## src/rtl/bsg_vanilla_pkg.sv

```systemverilog
// rtl/bsg_vanilla_pkg.sv - shared types for the vanilla core icache refill path
package bsg_vanilla_pkg;

  // Width of the counter fields in the refill debug view; wide enough for any block size in use.
  localparam int icache_refill_dbg_cnt_width_gp = 8;

  typedef enum logic [1:0] {
    IDLE = 2'd0,
    REQ  = 2'd1,
    FILL = 2'd2
  } icache_refill_state_e;

  typedef struct packed {
    icache_refill_state_e                        state;
    logic [icache_refill_dbg_cnt_width_gp-1:0]   req_cnt;
    logic [icache_refill_dbg_cnt_width_gp-1:0]   wr_ptr;
  } icache_refill_dbg_s;

endpackage

```

## src/rtl/icache_refill_buffer.sv

```systemverilog
// rtl/icache_refill_buffer.sv - per-block word buffer with valid bits for out-of-order refill responses
module icache_refill_buffer #(
  parameter  int block_size_p     = 4,
  localparam int offset_width_lp  = $clog2(block_size_p)
) (
  input  logic                       clk,
  input  logic                       reset_n,
  input  logic                       clear,
  input  logic                       wr_v,
  input  logic [offset_width_lp-1:0] wr_offset,
  input  logic [31:0]                wr_data,
  input  logic [offset_width_lp-1:0] rd_offset,
  output logic                       wr_hit,
  output logic                       rd_v,
  output logic [31:0]                rd_data
);

  logic [block_size_p-1:0] valid_q;
  logic [31:0]             data_q [block_size_p];

  // Valid bits: wiped when a new block starts, set as each response is captured.
  always_ff @(posedge clk or negedge reset_n) begin
    if (!reset_n) begin
      valid_q <= '0;
    end else if (clear) begin
      valid_q <= '0;
    end else if (wr_v) begin
      valid_q[wr_offset] <= 1'b1;
    end
  end

  // Data words need no reset; they are only consumed behind a set valid bit.
  always_ff @(posedge clk) begin
    if (wr_v) begin
      data_q[wr_offset] <= wr_data;
    end
  end

  // The read side sees only registered contents, so a same-cycle capture is not bypassed.
  assign wr_hit  = valid_q[wr_offset];
  assign rd_v    = valid_q[rd_offset];
  assign rd_data = data_q[rd_offset];

endmodule

```

## src/rtl/icache_refill_ctrl.sv

```systemverilog
// rtl/icache_refill_ctrl.sv - icache miss refill sequencer (option: ICACHE_REFILL_CRITICAL_WORD_FIRST_EN)
module icache_refill_ctrl
  import bsg_vanilla_pkg::*;
#(
  parameter  int icache_tag_width_p           = 6,
  parameter  int icache_entries_p             = 16,
  parameter  int icache_block_size_in_words_p = 4,
  localparam int pc_width_lp           = icache_tag_width_p + $clog2(icache_entries_p),
  localparam int block_offset_width_lp = $clog2(icache_block_size_in_words_p)
) (
  input  logic                             clk_i,
  input  logic                             reset_i,
  input  logic                             miss_v_i,
  input  logic [pc_width_lp-1:0]           miss_pc_i,
  output logic                             miss_ready_o,
  output logic                             req_v_o,
  output logic [pc_width_lp-1:0]           req_addr_o,
  input  logic                             req_ready_i,
  input  logic                             resp_v_i,
  input  logic [block_offset_width_lp-1:0] resp_offset_i,
  input  logic [31:0]                      resp_data_i,
  output logic                             icache_v_o,
  output logic [pc_width_lp-1:0]           icache_w_pc_o,
  output logic [31:0]                      icache_w_instr_o,
  output logic                             refill_done_o,
  output logic                             err_o
);

  localparam int base_width_lp = pc_width_lp - block_offset_width_lp;
  localparam logic [block_offset_width_lp-1:0] last_off_lp =
    block_offset_width_lp'(icache_block_size_in_words_p - 1);
  localparam logic [block_offset_width_lp-1:0] one_lp = block_offset_width_lp'(1);

  icache_refill_state_e state_q, state_n;

  logic [base_width_lp-1:0]         base_q;
  logic [block_offset_width_lp-1:0] req_cnt_q;
  logic [block_offset_width_lp-1:0] wr_ptr_q;
  logic [block_offset_width_lp-1:0] req_off;
  logic                             err_q;

  logic        busy;
  logic        accept;
  logic        req_fire;
  logic        resp_take;
  logic        resp_bad;
  logic        wr_fire;
  logic        last_wr;
  logic        buf_hit;
  logic        buf_rd_v;
  logic [31:0] buf_rd_data;

  assign busy      = (state_q != IDLE);
  assign accept    = miss_v_i & (state_q == IDLE);
  assign req_fire  = (state_q == REQ) & req_ready_i;
  assign resp_take = resp_v_i & busy & ~buf_hit;
  assign resp_bad  = resp_v_i & (~busy | buf_hit);
  assign wr_fire   = busy & buf_rd_v;
  assign last_wr   = wr_fire & (wr_ptr_q == last_off_lp);

`ifdef ICACHE_REFILL_CRITICAL_WORD_FIRST_EN
  logic [block_offset_width_lp-1:0] miss_off_q;

  // Remember where the missing word sits so requests start there and wrap around the block.
  always_ff @(posedge clk_i or negedge reset_i) begin
    if (!reset_i) begin
      miss_off_q <= '0;
    end else if (accept) begin
      miss_off_q <= miss_pc_i[block_offset_width_lp-1:0];
    end
  end

  assign req_off = miss_off_q + req_cnt_q;
`else
  logic miss_off_unused;
  assign miss_off_unused = ^miss_pc_i[block_offset_width_lp-1:0];
  assign req_off         = req_cnt_q;
`endif

  icache_refill_buffer #(
    .block_size_p (icache_block_size_in_words_p)
  ) buffer (
    .clk       (clk_i),
    .reset_n   (reset_i),
    .clear     (accept),
    .wr_v      (resp_take),
    .wr_offset (resp_offset_i),
    .wr_data   (resp_data_i),
    .rd_offset (wr_ptr_q),
    .wr_hit    (buf_hit),
    .rd_v      (buf_rd_v),
    .rd_data   (buf_rd_data)
  );

  // State register.
  always_ff @(posedge clk_i or negedge reset_i) begin
    if (!reset_i) begin
      state_q <= IDLE;
    end else begin
      state_q <= state_n;
    end
  end

  // Next state and handshake outputs; finishing the last write always returns to IDLE,
  // including the corner where it coincides with the final request being accepted.
  always_comb begin
    state_n      = state_q;
    miss_ready_o = 1'b0;
    req_v_o      = 1'b0;
    unique case (state_q)
      IDLE: begin
        miss_ready_o = 1'b1;
        if (miss_v_i) begin
          state_n = REQ;
        end
      end
      REQ: begin
        req_v_o = 1'b1;
        if (last_wr) begin
          state_n = IDLE;
        end else if (req_fire && (req_cnt_q == last_off_lp)) begin
          state_n = FILL;
        end
      end
      FILL: begin
        if (last_wr) begin
          state_n = IDLE;
        end
      end
      default: state_n = IDLE;
    endcase
  end

  // Block base and the request/write counters.
  always_ff @(posedge clk_i or negedge reset_i) begin
    if (!reset_i) begin
      base_q    <= '0;
      req_cnt_q <= '0;
      wr_ptr_q  <= '0;
    end else if (accept) begin
      base_q    <= miss_pc_i[pc_width_lp-1:block_offset_width_lp];
      req_cnt_q <= '0;
      wr_ptr_q  <= '0;
    end else begin
      if (req_fire) begin
        req_cnt_q <= req_cnt_q + one_lp;
      end
      if (wr_fire) begin
        wr_ptr_q <= wr_ptr_q + one_lp;
      end
    end
  end

  // Sticky error for responses that arrive while idle or repeat an offset already held.
  always_ff @(posedge clk_i or negedge reset_i) begin
    if (!reset_i) begin
      err_q <= 1'b0;
    end else if (resp_bad) begin
      err_q <= 1'b1;
    end
  end

  assign req_addr_o       = {base_q, req_off};
  assign icache_v_o       = wr_fire;
  assign icache_w_pc_o    = {base_q, wr_ptr_q};
  assign icache_w_instr_o = buf_rd_data;
  assign refill_done_o    = last_wr;
  assign err_o            = err_q;

endmodule

```

## config.mk

```make
export PLATFORM = sky130hd
export DESIGN_NAME = icache_refill_ctrl
export DESIGN_NICKNAME = d
export VERILOG_FILES = /design/src/rtl/bsg_vanilla_pkg.sv /design/src/rtl/icache_refill_buffer.sv /design/src/rtl/icache_refill_ctrl.sv
export SDC_FILE = /design/constraint.sdc
export NUM_CORES = 1
export LEC_CHECK = 0
export ABC_CLOCK_PERIOD_IN_PS = 9520
export CAP_MARGIN = 40
export CORE_MARGIN = 2
export CORE_UTILIZATION = 56
export CTS_CLUSTER_DIAMETER = 100
export CTS_CLUSTER_SIZE = 8
export DETAILED_ROUTE_END_ITERATION = 7
export PLACE_DENSITY = 0.95
export SYNTH_ARGS = -nofsm -noshare
export SYNTH_HDL_FRONTEND = slang
export SYNTH_SLANG_ARGS = --single-unit
```

## constraint.sdc

```tcl
create_clock -name clk_i -period 9.52 [get_ports clk_i]
set_input_delay 1.428 -clock clk_i [delete_from_list [all_inputs] [get_ports clk_i]]
set_output_delay 1.428 -clock clk_i [all_outputs]
set_load 0.02 [all_outputs]
```

==> results.json, run 1 <==
{
  "instances_no_fill": 510,
  "max_freq_ghz": 0.235,
  "final.fill_count": 567,
  "rsz0062_at_grt": "false",
  "avgSynthCellArea_sq_um": 22.2,
  "syn_inst": 252,
  "start_kind": "flop",
  "mostFrequentLayoutCell": "edfxtp_1",
  "h-tree-depth": 4,
  "p_int_mw": 1.45,
  "min_path_type": "flop to flop",
  "clockBufferDepth": 2,
  "via_per_inst": 5.63,
  "place_area_sq_mm": 0.00678,
  "cts_sinks": 147,
  "die-area_sq_mm": 0.0108,
  "synth_area_sq_mm": 0.00559,
  "synthTopCellsByArea": "edfxtp_1 (69%), mux4_2 (14%), dfrtp_1 (8.5%), mux2_2 (2.0%), buf_4 (1.1%)",
  "io_buffers": 103,
  "io_pins": 106,
  "setup_violations": 0,
  "die_y_um": 104,
  "cts_buffers": 17,
  "clk_pin_slew_ns": 0.07,
  "cts_root_buf": "clkbuf_8",
  "dr.first_iter.drc_count": 201,
  "synth_cell_types": 32,
  "crit_slowest_cell": "dfrtp_2",
  "clock_latency_ns": 0.52,
  "crit_chain": "buf_4, mux4_2, clkdlybuf4s50_1",
  "wire_per_inst_um": 20.5,
  "drcViolationCount": 0,
  "fin_skew_ns": 0.00977,
  "cts_hold_buf": 0,
  "placed_cells_incl_taps": 478,
  "setup_tns_ns": 0,
  "drv_cap": 0,
  "grt_antenna_before_repair": 0,
  "nNetsFinal": 415,
  "rows": 36,
  "vias": 2873,
  "fin_area_sq_mm": 0.00732,
  "grt_pass1_vias": 3043,
  "period_needed_ns": 4.25,
  "grt_first_pass_wirelength_um": 16500,
  "area_growth_pct": 30.8,
  "cts-resized-gates": 0,
  "grt_max_degree": 33,
  "p_per_area_mw_per_mm2": 287,
  "switching_share_pct": 30.8,
  "final_cell_mix": "edfxtp_1 (128), clkdlybuf4s50_1 (103), mux4_2 (34)",
  "die_width_um": 104,
  "power_frac_seq_pct": 40.4,
  "cp.arrival_ns": 2.83,
  "setup.worst_path.end_class": "output pin",
  "worstMarginPinSlew_ns": 0.884,
  "routed_wl_um": 10500,
  "start_util_pct": 57.5,
  "ir_worst_vdd_mv": 0.155,
  "power_switching_mw": 0.648,
  "synth_top_cell_by_area": "edfxtp_1",
  "hold_violations": 0,
  "seq_area_frac_synth_pct": 77.2,
  "cts_setup_buffers": 0,
  "layout-drive-gt1-share_pct": 24.1,
  "finalWeightedCongestion": 0.752,
  "syn-num-nets": 303,
  "drtAntennaViolNets": 0,
  "maxSlewHeadroom_pct": 40.9,
  "grtUsageTotal_pct": 20.6,
  "p_comb_share_pct": 31.1,
  "required_ns": 8.09,
  "yosysWarnings": 0,
  "cpPeakStageDelay_ns": 0.68,
  "path_delay_family": "buffers and inverters",
  "drt_first_pass_iters": 5,
  "netlist.area_leader.share_pct": 68.7,
  "antennaDiodeCount": 0,
  "grt_overflow_total": 0,
  "hpwl_um": 6550,
  "leakagePower_nw": 2.44,
  "path_max_fanout": 22,
  "status": "finished clean",
  "synth-seq-cells": 147,
  "p_clk_share_pct": 28.5,
  "fp.coreArea_sq_mm": 0.00973,
  "report.final.slew_viol_count": 0,
  "crit_buf_inv": 2,
  "min_period_over_period_pct": 44.7,
  "cts_tree": "yes",
  "critical_path_class": "flop to output pin"
}
cells in the mapped netlist:
cell	number
xor2_1	1
o21ai_0	4
clkbuf_1	2
or3_1	1
o21a_1	4
a22o_1	1
nor3_1	5
nand3b_1	1
nand2b_1	1
edfxtp_1	128
o211ai_1	1
inv_1	1
and2_1	2
dfrtp_1	19
a21o_1	1
mux4_2	34
nor4_1	2
nor2_1	3
nand3_1	1
nand2_1	4
a21oi_1	2
buf_2	6
mux2i_1	1
mux2_2	10
buf_4	8
a31o_2	1
nor2b_1	2
buf_6	1
nor2b_4	1
ha_1	2
nor2_4	1
a31oi_1	1
metal layers:
layer,wire [um],vias up,global-route usage [%],part of all wire [%]
li1,-,1259,-,-
met1,4130,1506,25.0,39
met2,5600,92,35.9,53
met3,556,16,5.20,5.3
met4,190,0,7.92,1.8
met5,0,-,0,0
layout make-up:
class | count | area (sq um) | share of cell area, %
Sequential cell | 147 | 4320 | 59.1
Multi-Input combinational cell | 87 | 1180 | 16.2
Clock buffer | 17 | 414 | 5.66
Timing Repair Buffer | 110 | 1100 | 15.1
Tap cell | 133 | 166 | 2.27
Inverter | 1 | 3.75 | 0.0513
Clock inverter | 15 | 124 | 1.69
power groups by stage:
stage,sequential [mW],combinational (mW),clock [mW]
after floorplan,0.860,0.389,0
after global placement,0.860,0.630,0
after detailed placement,0.862,0.657,0
after CTS,0.851,0.660,0.611
after global routing,0.861,0.691,0.637
final,0.850,0.653,0.600
worst paths after layout:
check	start	endpoint	slack, ns	cells after the start
max in group asynchronous	reset_i	wr_ptr_q[1]	7.51	1
hold / removal	err_o	err_o	0.48	1
hold reg to reg	err_o	err_o	0.48	1
setup reg to reg	state_q[0]	buffer.data_q[0][18]	7.68	3
setup / recovery	wr_ptr_q[0]	icache_w_instr_o[3]	5.27	3
min in group asynchronous	reset_i	base_q[5]	1.41	1
metrics by stage:
step           utilization, %  setup WS [ns]  power, mW  hold WS, ns
6_report                 75.2           5.27       2.10        0.475
5_1_grt                  75.2           5.07       2.19        0.498
4_1_cts                  75.2           5.18       2.12        0.474
3_5_place_dp             69.7           5.74       1.52        0.457
3_3_place_gp             69.4           5.77       1.49        0.452
2_1_floorplan               -           4.36       1.25        0.515
registers in the layout (all words and copies together), names as in the netlist:
name            flops
buffer.valid_q      4
state_q             2
wr_ptr_q            2
req_cnt_q           2
buffer.data_q     128
err_o               1
base_q              8
kinds of logic after synthesis:
kind of cell             count (synthesis)  synth area share (%)
XOR/XNOR                                 1                 0.157
adder cells (fa/ha/maj)                  2                 0.447
multiplexers                            45                  15.9
flip-flops                             147                  77.2
AND/OR/NAND/NOR                         24                  2.48
buffers and inverters                   18                  2.01
AO/OA/AOI/OAI                           15                  1.77
worst reg2reg max path: cells and delay by family, from the launching register on:
family / cells / cell delay (ns)
flops: 1 / 0.50
compound gates: 1 / 0.28
simple gates: 1 / 0.36
buf+inv: 1 / 0.37
No activity file was read; power rests on OpenSTA's default activity.
==> run 2: changes to the inputs <==
ABC_CLOCK_PERIOD_IN_PS = 4050   (was 9520)
CORE_UTILIZATION = 52   (was 56)
PLACE_DENSITY = 0.9   (was 0.95)
clock period = 4.05 ns   (was 9.52 ns; I/O delays follow)
==> run 2 against run 1 <==
  * Non-clock buffer count increased by 4
  * Via count increased by 0.49%
  * Largest cell class unchanged
  * Critical endpoint is now refill_done_o
  * Clock power increased to 2.7 times the previous value
  * Critical path depth increased by 1
  * Sequential share of layout area decreased by 0.74 points
  * Largest power group unchanged
  * Worst setup slack got worse by 4.5 ns
==> results.json, run 2 (synthesis gave the netlist of run 1 again) <==
{
  "status": "finished clean",
  "cpPeakStageDelay_ns": 0.75,
  "rsz0062_at_grt": "false",
  "die_y_um": 108,
  "highest-signal-layer": "met4",
  "die_width_um": 108,
  "setup.worst_path.end_class": "output pin",
  "path_max_fanout": 24,
  "cts_root_buf": "clkbuf_8",
  "fp.coreArea_sq_mm": 0.0104,
  "clock_latency_ns": 0.52,
  "crit_slowest_cell": "dfrtp_2",
  "grt_overflow_total": 0,
  "cts_tree": "yes",
  "io_pins": 106,
  "cts_setup_buffers": 0,
  "ir_worst_vdd_mv": 0.346,
  "period_needed_ns": 3.28,
  "worstMarginPinSlew_ns": 0.916,
  "switching_share_pct": 29.1,
  "clk_pin_slew_ns": 0.06,
  "grt_first_pass_wirelength_um": 16600,
  "drv_cap": 0,
  "p_clk_share_pct": 31.3,
  "rows": 37,
  "cts-resized-gates": 0,
  "clockBufferDepth": 2,
  "routed_wl_um": 10800,
  "cp.arrival_ns": 2.67,
  "top_register": "buffer.data_q",
  "wl_met2_um": 6000,
  "die-area_sq_mm": 0.0116,
  "setup_violations": 0,
  "cts_sinks": 147,
  "max_freq_ghz": 0.305,
  "report.final.slew_viol_count": 0,
  "wirelength_met1_um": 4140,
  "required_ns": 3.44,
  "vias": 2887,
  "p_comb_share_pct": 30.4,
  "critical_path_class": "flop to output pin",
  "drcViolationCount": 0,
  "io_buffers": 103,
  "grt_antenna_before_repair": 0,
  "dr.first_iter.drc_count": 129,
  "reg_top3": "buffer.data_q x128, base_q x8, buffer.valid_q x4",
  "layout-drive-gt1-share_pct": 25.0,
  "antennaDiodeCount": 0,
  "leakagePower_nw": 2.48,
  "min_period_over_period_pct": 81.0,
  "dr_wl_met3_um": 447,
  "start_util_pct": 53.9,
  "final_cell_mix": "edfxtp_1 (128), clkdlybuf4s50_1 (103), mux4_2 (34)",
  "p_int_mw": 3.65,
  "finalWeightedCongestion": 0.746,
  "drt_first_pass_iters": 5,
  "h-tree-depth": 4,
  "power_frac_seq_pct": 38.4,
  "grt_pass1_vias": 3115,
  "min_path_type": "flop to flop",
  "final.fill_count": 655,
  "maxSlewHeadroom_pct": 38.8,
  "via_per_inst": 5.59,
  "fin_skew_ns": 0.0122,
  "hold_violations": 0,
  "start_kind": "flop",
  "largest_reg_flops": 128,
  "area_growth_pct": 32.5,
  "power_mw": 5.15,
  "p_per_area_mw_per_mm2": 695,
  "mostFrequentLayoutCell": "edfxtp_1",
  "cts_buffers": 17,
  "multi_input_area_sq_mm": 0.00118,
  "ff_latch_area_sq_mm": 0.00432,
  "power_switching_mw": 1.50,
  "placed_cells_incl_taps": 485,
  "cts_hold_buf": 0,
  "wire_per_inst_um": 20.9,
  "instances_no_fill": 516,
  "nNetsFinal": 419,
  "grtUsageTotal_pct": 20.0,
  "grt_max_degree": 25,
  "crit_chain": "buf_4, ha_1, and2_1, clkdlybuf4s50_1",
  "drtAntennaViolNets": 0,
  "hpwl_um": 6820
}
## run 2: final timing paths
kind / slack (ns) / to / depth (start not counted) / start
setup / recovery: 0.77 / refill_done_o / 4 / wr_ptr_q[1]
hold / removal: 0.46 / err_o / 1 / err_o
setup reg to reg: 2.25 / state_q[0] / 4 / wr_ptr_q[1]
hold reg to reg: 0.46 / err_o / 1 / err_o
max in group asynchronous: 2.82 / wr_ptr_q[1] / 1 / reset_i
min in group asynchronous: 0.61 / state_q[1] / 1 / reset_i
## run 2: layout make-up
class	count	area share (%)
multi-input cells	87	16.0
clock inverters	14	2.74
flip-flops and latches	147	58.3
repair buffers	114	15.0
well taps	136	2.30
inverters	1	0.0507
clock buffers	17	5.59
## run 2: power groups by stage
stage,Clock [mW],Sequential [mW],Combinational [mW]
after CTS,1.64,1.98,1.58
after detailed placement,0,2.01,1.57
after global placement,0,1.99,1.55
after floorplan,0,2.02,0.915
after global routing,1.70,2.00,1.65
final,1.61,1.98,1.56
## run 2: metrics by stage
| step | instance area (sq um) | hold slack (ns) | worst slack [ns] | util, % | setup TNS (ns) |
|---|---|---|---|---|---|
| 2_1_floorplan | 5590 | 0.312 | -0.285 | - | -18.22 |
| 3_3_place_gp | 6790 | 0.454 | 1.33 | 65.5 | 0 |
| 3_5_place_dp | 6790 | 0.455 | 1.31 | 65.5 | 0 |
| 4_1_cts | 7410 | 0.470 | 0.731 | 71.4 | 0 |
| 5_1_grt | 7410 | 0.508 | 0.661 | 71.4 | 0 |
| 6_report | 7410 | 0.465 | 0.768 | 71.4 | 0 |
## run 2: worst max-delay path, delay by kind of cell (launching register included)
family | cells | cell delay [ns]
fa+ha+maj | 1 | 0.27
buf+inv | 2 | 0.97
flops | 1 | 0.75
simple gates | 1 | 0.14
## run 2: routing by layer
metal	vias to the layer above	track usage, %
li1	1271	-
met1	1495	23.1
met2	102	35.5
met3	19	4.96
met4	0	8.70
met5	-	0
==> run 3: changes to the inputs <==
ABC_CLOCK_PERIOD_IN_PS = 3200   (was 4050)
clock period = 3.2 ns   (was 4.05 ns; I/O delays follow)
==> run 3 against run 2 <==
  * Global-route usage down 0.36 points
  * Combinational power up 28%
  * Utilization down 0.46 points
  * Count of clock-buffer cells in the layout up 1
  * Total power up 22%
  * Final cell count up 0.19%
  * Critical path type unchanged
==> results.json, run 3 (synthesis gave the netlist of run 1 again) <==
{
  "status": "finished clean",
  "cts_buffers": 17,
  "path_delay_family": "flip-flops",
  "clockBufferDepth": 2,
  "cpPeakStageDelay_ns": 0.61,
  "highest-signal-layer": "met5",
  "required_ns": 2.72,
  "p_per_area_mw_per_mm2": 850,
  "cts_setup_buffers": 0,
  "start_util_pct": 53.9,
  "grt_first_pass_wirelength_um": 16400,
  "die_y_um": 108,
  "startpoint": "wr_ptr_q[0]",
  "wire_per_inst_um": 20.3,
  "power_mw": 6.26,
  "dr_wl_met3_um": 570,
  "p_comb_share_pct": 31.7,
  "wl_met2_um": 5690,
  "antennaDiodeCount": 0,
  "die_width_um": 108,
  "clk_pin_slew_ns": 0.06,
  "grt_antenna_before_repair": 1,
  "ir_worst_vdd_mv": 0.462,
  "leakagePower_nw": 2.45,
  "report.final.slew_viol_count": 0,
  "vias": 2878,
  "crit_slowest_cell": "dfrtp_2",
  "period_needed_ns": 3.07,
  "grt_max_degree": 22,
  "min_period_over_period_pct": 96.0,
  "rows": 37,
  "cts_sinks": 147,
  "grtUsageTotal_pct": 19.7,
  "grt_overflow_total": 0,
  "die-area_sq_mm": 0.0116,
  "path_max_fanout": 11,
  "layout-drive-gt1-share_pct": 24.9,
  "cts_hold_buf": 0,
  "top_register": "buffer.data_q",
  "io_pins": 106,
  "clock_latency_ns": 0.52,
  "cts_tree": "yes",
  "maxSlewHeadroom_pct": 59.9,
  "critical_path_class": "flop to output pin",
  "max_freq_ghz": 0.325,
  "routed_wl_um": 10500,
  "crit_buf_inv": 1,
  "h-tree-depth": 4,
  "grt_pass1_vias": 3140,
  "reg_top3": "buffer.data_q x128, base_q x8, buffer.valid_q x4",
  "rsz0062_at_grt": "false",
  "finalWeightedCongestion": 0.710,
  "hpwl_um": 6820,
  "io_buffers": 103,
  "start_kind": "flop",
  "via_per_inst": 5.57,
  "wirelength_met1_um": 4010,
  "fin_skew_ns": 0.00463,
  "largest_reg_flops": 128,
  "fp.coreArea_sq_mm": 0.0104,
  "drcViolationCount": 0,
  "utilization_pct": 71.0,
  "setup_violations": 0,
  "ff_latch_area_sq_mm": 0.00432,
  "dr.first_iter.drc_count": 92,
  "drv_cap": 0,
  "switching_share_pct": 29.8,
  "power_frac_seq_pct": 40.2,
  "drt_first_pass_iters": 4,
  "final.fill_count": 631,
  "p_clk_share_pct": 28.1,
  "area_growth_pct": 31.6,
  "cts-resized-gates": 0,
  "drtAntennaViolNets": 0,
  "nNetsFinal": 420,
  "cp.arrival_ns": 2.59,
  "worstMarginPinSlew_ns": 0.599,
  "power_switching_mw": 1.87,
  "final_cell_mix": "edfxtp_1 (128), clkdlybuf4s50_1 (103), mux4_2 (34)",
  "cts_root_buf": "clkbuf_8",
  "p_int_mw": 4.39,
  "setup.worst_path.end_class": "output pin",
  "mostFrequentLayoutCell": "edfxtp_1",
  "hold_ws_ns": 0.313,
  "crit_chain": "mux4_2, nor2b_4, and2_1, clkdlybuf4s50_1",
  "multi_input_area_sq_mm": 0.00119,
  "hold_violations": 0,
  "min_path_type": "input pin to asynchronous set/reset pin",
  "rr_startpoint": "wr_ptr_q[1]"
}
run 3: power groups by stage:
stage / clock [mW] / sequential [mW] / combinational (mW)
finish: 1.76 / 2.52 / 1.99
global placement: 0 / 2.53 / 1.95
detailed placement: 0 / 2.55 / 1.99
floorplan: 0 / 2.56 / 1.16
CTS: 1.79 / 2.52 / 2.02
global route: 1.87 / 2.55 / 2.10
run 3: layer usage:
metal / GRT usage [%] / vias to the layer above
li1: - / 1266
met1: 23.4 / 1487
met2: 33.6 / 103
met3: 5.27 / 20
met4: 9.07 / 2
met5: 0 / -
run 3: final timing paths:
path,to,slack [ns],cells after the start
max,refill_done_o,0.13,4
min,base_q[4],0.31,1
max reg2reg,wr_ptr_q[0],1.43,4
min reg2reg,err_o,0.47,1
max in group asynchronous,wr_ptr_q[0],2.40,2
min in group clk_i,err_o,0.47,1
run 3: metrics by stage:
step	setup TNS (ns)	setup WS [ns]	instance area, sq um	cells
finish	0	0.127	7360	517
global route	0	0.0297	7360	517
CTS	0	0.0659	7360	517
detailed placement	0	0.645	6830	486
global placement	0	0.667	6820	485
floorplan	-64.71	-1.01	5600	252
run 3: area by class of cell:
type,count,share of cell area [%]
clock inverters,13,1.56
clock buffers,18,5.68
multi-input cells,87,16.2
well taps,136,2.31
repair buffers,115,15.5
inverters,1,0.0510
flip-flops and latches,147,58.7
